$ cat src/rtl/sync_fifo_ctl.sv
// sync_fifo_ctl: parametrised synchronous FIFO with FWFT or registered read, threshold flags and sticky errors
module sync_fifo_ctl #(
  parameter int DATA_WIDTH = 32,
  parameter int DEPTH      = 6,
  parameter bit FWFT       = 1,
  parameter int AF_THRES   = DEPTH - 1,
  parameter int AE_THRES   = 1,
  parameter int CNT_W      = $clog2(DEPTH + 1)
) (
  input  logic                  clk_i,
  input  logic                  rst_n_i,
  input  logic                  flush_i,
  input  logic                  err_clr_i,
  input  logic                  push_i,
  input  logic [DATA_WIDTH-1:0] dat_i,
  output logic                  full_o,
  output logic                  afull_o,
  input  logic                  pop_i,
  output logic [DATA_WIDTH-1:0] dat_o,
  output logic                  rvalid_o,
  output logic                  empty_o,
  output logic                  aempty_o,
  output logic [CNT_W-1:0]      cnt_o,
  output logic                  ovf_o,
  output logic                  udf_o
);
  localparam int PTR_W = $clog2(DEPTH);
  localparam logic [PTR_W-1:0] LAST = PTR_W'(DEPTH - 1);

  if (DEPTH < 2 || AF_THRES < 1 || AF_THRES > DEPTH || AE_THRES < 0 || AE_THRES > DEPTH - 1) begin : g_param_err
    $error("sync_fifo_ctl: illegal DEPTH or threshold parameters");
  end

  logic [DATA_WIDTH-1:0] mem [DEPTH];
  logic [PTR_W-1:0]      wr_ptr, rd_ptr;
  logic [CNT_W-1:0]      cnt;
  logic                  ovf, udf, push_hs, pop_hs;

  assign full_o   = cnt == CNT_W'(DEPTH);
  assign empty_o  = cnt == '0;
  assign afull_o  = cnt >= CNT_W'(AF_THRES);
  assign aempty_o = cnt <= CNT_W'(AE_THRES);
  assign cnt_o    = cnt;
  assign ovf_o    = ovf;
  assign udf_o    = udf;
  assign push_hs  = push_i & ~full_o & ~flush_i;
  assign pop_hs   = pop_i & ~empty_o & ~flush_i;

  // storage write; contents are deliberately left unreset
  always_ff @(posedge clk_i)
    if (push_hs) mem[wr_ptr] <= dat_i;

  // occupancy, wrapping pointers and sticky error flags; flush wins over push/pop but keeps errors
  always_ff @(posedge clk_i)
    if (!rst_n_i) begin
      cnt    <= '0;
      wr_ptr <= '0;
      rd_ptr <= '0;
      ovf    <= 1'b0;
      udf    <= 1'b0;
    end else begin
      ovf <= (ovf & ~err_clr_i) | (push_i & full_o & ~flush_i);
      udf <= (udf & ~err_clr_i) | (pop_i & empty_o & ~flush_i);
      if (flush_i) begin
        cnt    <= '0;
        wr_ptr <= '0;
        rd_ptr <= '0;
      end else begin
        cnt <= cnt + CNT_W'(push_hs) - CNT_W'(pop_hs);
        if (push_hs) wr_ptr <= wr_ptr == LAST ? '0 : wr_ptr + 1'b1;
        if (pop_hs) rd_ptr <= rd_ptr == LAST ? '0 : rd_ptr + 1'b1;
      end
    end

  if (FWFT) begin : g_fwft
    assign dat_o    = empty_o ? '0 : mem[rd_ptr];
    assign rvalid_o = ~empty_o;
  end else begin : g_reg
    logic [DATA_WIDTH-1:0] dat_q;
    logic                  rvalid_q;
    // registered read: load head on a pop handshake, pulse valid for one cycle
    always_ff @(posedge clk_i)
      if (!rst_n_i) begin
        dat_q    <= '0;
        rvalid_q <= 1'b0;
      end else begin
        rvalid_q <= pop_hs;
        if (pop_hs) dat_q <= mem[rd_ptr];
      end
    assign dat_o    = dat_q;
    assign rvalid_o = rvalid_q;
  end
endmodule

$ cat config.mk
export PLATFORM = sky130hd
export DESIGN_NAME = sync_fifo_ctl
export DESIGN_NICKNAME = d
export VERILOG_FILES = /design/src/rtl/sync_fifo_ctl.sv
export SDC_FILE = /design/constraint.sdc
export NUM_CORES = 1
export LEC_CHECK = 0
export ABC_AREA = 0
export CAP_MARGIN = 20
export CORE_MARGIN = 2
export CORE_UTILIZATION = 45
export DETAILED_ROUTE_END_ITERATION = 10
export GPL_ROUTABILITY_DRIVEN = 0
export GPL_TIMING_DRIVEN = 0
export PLACE_DENSITY = 0.62
export SYNTH_ARGS = -nofsm -noshare
export SYNTH_HDL_FRONTEND = slang
export SYNTH_SLANG_ARGS = --single-unit
$ cat constraint.sdc
create_clock -name clk_i -period 6.2 [get_ports clk_i]
set_clock_uncertainty 0.1 [all_clocks]
set_input_delay 1.55 -clock clk_i [delete_from_list [all_inputs] [get_ports clk_i]]
set_output_delay 1.55 -clock clk_i [all_outputs]
set_load 0.02 [all_outputs]
# After elaboration in Yosys (flattened, before gate mapping)
# Memory sizes are Yosys's and may differ from the RTL's. A register that Yosys moved wholly into a read port is not among the register bits.
# Cells that the tools add are included.
# word_totals
mem_bits_rw	192
regBits	11
memories	1
out_inout_bits	42
# memory_table
name	depth	width	read_ports	rd_ports_with_merged_regs	write_ports	line_no	rtl
mem	6	32	1	1	1	34	logic [DATA_WIDTH-1:0] mem [DEPTH];
# classes
magnitude_cmp	2
add_sub_neg	4
n_reduce_logical	2
n_bitwise	17
mux	7
eq_ne	3
# ops
cell	n
$mux 32	1
$mux 3	4
$and 1x1->1	10
$eq 3x3->1 const B	3
$add 3x1->3 const B	2
$not 1->1	5
$add 3x1->3	1
$ge 3x3->1 const B	1
$le 3x1->1 const B	1
$logic_not 3->1	1
$sub 3x1->3	1
$mux 1	2
$or 1x1->1	2
$reduce_or 2->1	1

# Longest topological paths before layout
# depth
word_depth	6
depth_mapped	10
ltp_nobuf	9

# Worst setup path after synthesis
# No wires, ideal clock.
# synth_timing
path_kind	input to register
from	input port flush_i
to	memory mem[0][0], enable pin
slack_ps	1349
cell_stages	3
arrival_ps	4290
setup_time_ps	461
cell_sequence	nand2b_1 or3_1 nor3_1
# synth_via
elab_chain_len	4
# synth_lines
item	line_no	rtl
start, declared	12	input logic flush_i,
$not 1->1	46	assign push_hs = push_i & ~full_o & ~flush_i;
$and 1x1->1	46	
$mux 1	51	if (push_hs) mem[wr_ptr] <= dat_i;
$mux 1 (implied by the code)	51	
end, declared	34	
# No other way between the ends.

==> impl_results.md <==
- Share of cells above drive strength 1: 9.78%
- Number of I/O port buffers: 79
- Drt pass-1 iters: 4
- Leak: 3.13 nW
- Placeable Area: 17200 µm²
- Ys async rst share: 0%
- Hold Buf Count CTS: 0
- Reg2reg path depth: 7
- Hold Crit Class: reg2reg
- R2R Setup Slk: 3.43 ns
- Fmax achieved: 217 MHz
- Total grt overflow: 0
- Synth cell count leaders: edfxtp_1 (192), nor2b_1 (65), a211oi_1 (64), nor4_1 (33), o22ai_1 (33)
- Max cap viols: 0
- RSZ-0062 raised after global routing: no
- Syn Area/Cell: 15.9 µm²
- Detail Route Antenna Nets: 0
- Dominant synthesized flop cell: edfxtp_1
- Post-Syn Instances: 500
- Vias in the first global route: 4842
- Worst-skew pair later-pin latency: 0.49 ns
- Most frequent cell after synthesis: edfxtp_1
- First-pass GRT wire length: 27300 µm
- Clock-pin slew on the worst setup and hold paths: 0.06 ns
- Root buf cell: clkbuf_16
- Routed WL: 18000 µm
- Final nets: 654
- Status: finished, final reports clean
- Synth Cell Area: 7930 µm²
- Worst Path Required: 4.55 ns
- Pre-CTS setup slack: 2.01 ns
- Ys Warns: 0
- Pwr dens: 296 nW/µm²
- H-tree levels: 1
- Fin worst setup slack: 1.59 ns
- Std cell rows: 48
- Initial core utilization: 46.0%
- CTS-repair resized insts: 0
- Critical path launch point type: flop
- Critical path arrival: 2.96 ns
- Synth Area in Simple Gates: 10.2%
- Hold path depth: 2
- Combinational family with the most area after synthesis: simple AND/OR/NAND/NOR gates
- Final min period: 4.61 ns
- Period utilization: 74.3%
- CP endpoint kind: primary output
- Distinct cells, synth: 36
- Via density: 5.61
- Post-synth EDFFs: 192
- Setup CP Type: reg2out
- Fin. Hold Viols: 0
- Reg2reg end: mem[0][29]
- # DRC: 0
- Top cell type's share of synthesized area: 72.7%
- Rel. slew slack: 43.9%
- Syn Nets: 544
- Least-Margin Pin Slew: 0.840 ns
- DR vias: 4762
- Largest net degree at the start of global routing: 33
- Detailed placement HPWL: 10900 µm
- Ports: 80
- Fraction of synthesized cell area in xor and xnor cells: 0.221%
- Max VDD drop: 0.000244 V
- Max clock buf depth: 3
- Total Routing Usage GR: 19.6%
- Chip Width: 137 µm
- Synth Area in Compound Gates: 10.1%
- Post-Synth Adder-Cell Area: 1.04%
- Placed Cells incl. Taps: 812
- CTS tree: yes
- Post-synthesis sequential area ratio: 76.2%
- Total power: 2.92 mW
- # diodes: 0
- Die height: 137 µm
- Number of synthesized register bits: 206
- WHS Endpoint: wr_ptr[0]
- CTS sink cnt: 206
- RR Startpoint: cnt_o[0]
- DR iter-0 viols: 315
- Post-synth top area cell: edfxtp_1
- Die ar.: 18700 µm²
- Area Overhead vs Synth: 24.2%
- Initial antenna violation count: 1
- Layout Cells excl Fill: 849
- Post-CTS setup buffers: 0
- Largest cells by area after synthesis: edfxtp_1 (73%), a211oi_1 (6.1%), nor2b_1 (5.1%)
- Mux cell area share after synthesis: 0%
- Min-delay src: wr_ptr[0]
- Drt wl/cell: 21.1 µm
- Final setup viols: 0
- Critical path peak fanout: 10
- Total CTS buffers: 21
- Pins over their slew limit: 0
- Hold Worst Slack: 0.410 ns
layout make-up:
cell class	count	area (µm²)
clock buffers	26	544
fillers	1310	7390
flip-flops and latches	206	6050
multi-input cells	255	1750
plain buffers	33	149
well taps	225	282
inverters	6	22.5
repair buffers	87	923
clock inverters	11	134
per-stage QoR:
step	instance area, µm²	setup TNS (ns)	util (%)
final	9850	0	57.1
after global routing	9850	0	57.1
after CTS	9850	0	57.1
after detailed placement	9170	0	53.2
after global placement	9000	-40.56	52.2
after floorplan	7930	0	-
worst max path at each step:
stage                 start         end  cells past startpoint  slack (ns)
floorplan           flush_i   mem[0][0]                      3        1.35
global placement    flush_i   mem[0][5]                      4       -1.27
detailed placement  flush_i  mem[0][28]                      7        2.01
CTS                    flop   dat_o[13]                      6        1.57
global route           flop   dat_o[13]                      6        1.39
finish                 flop   dat_o[20]                      6        1.59
cells by family (layout without fill, tap and decap cells):
| family | after synthesis | after routing |
|---|---|---|
| AOI/OAI and AO/OA | 115 | 115 |
| xor gates and xnor gates | 2 | 2 |
| adders and majority gates | 6 | 6 |
| buffers and inverters | 39 | 163 |
| DFF | 206 | 206 |
| and+or+nand+nor | 132 | 132 |
critical path, stage by stage (launching register included):
cell and delay (ns):
dfxtp_1 0.36, or2_1 0.11, clkbuf_1 0.22, clkbuf_1 0.54, a211oi_1 0.11, nor4_1 0.44, clkdlybuf4s50_1 0.68
per-layer routing:
metal | vias to the layer above | GRT usage [%] | routed length, µm
li1 | 2212 | - | -
met4 | 2 | 6.25 | 393
met1 | 2394 | 26.2 | 7640
met3 | 34 | 3.04 | 790
met5 | - | 0 | 11
met2 | 120 | 33.2 | 9120
flip-flops by register name, summed over array words and instances (netlist names), named ones only:
register	count
ovf_o	1
udf_o	1
cnt_o	3
rd_ptr	3
wr_ptr	3
mem	192
power by group:
part           leakage (nW)  total [mW]  switching, mW  internal, mW
logic                 0.949       0.134         0.0716        0.0622
clock network         0.331        1.25          0.497         0.749
registers              1.85        1.54        0.00350          1.53
total                  3.13        2.92          0.572          2.34
layout by cell type, fill, tap and decap left out, types with 4 or more instances in the layout:
master,Yosys,layout
o22ai_1,33,33
edfxtp_1,192,192
clkdlybuf4s50_1,0,79
clkbuf_16,0,21
ha_1,5,5
a21oi_1,6,6
nand2b_1,8,8
nor2_1,8,4
nor2_4,0,4
inv_1,5,4
clkbuf_1,17,22
nor4_1,33,33
clkinv_2,0,4
nor2b_1,65,65
buf_2,14,14
buf_6,1,5
a211oi_1,64,64
dfxtp_1,14,14
No activity file was read; power rests on OpenSTA's default activity.
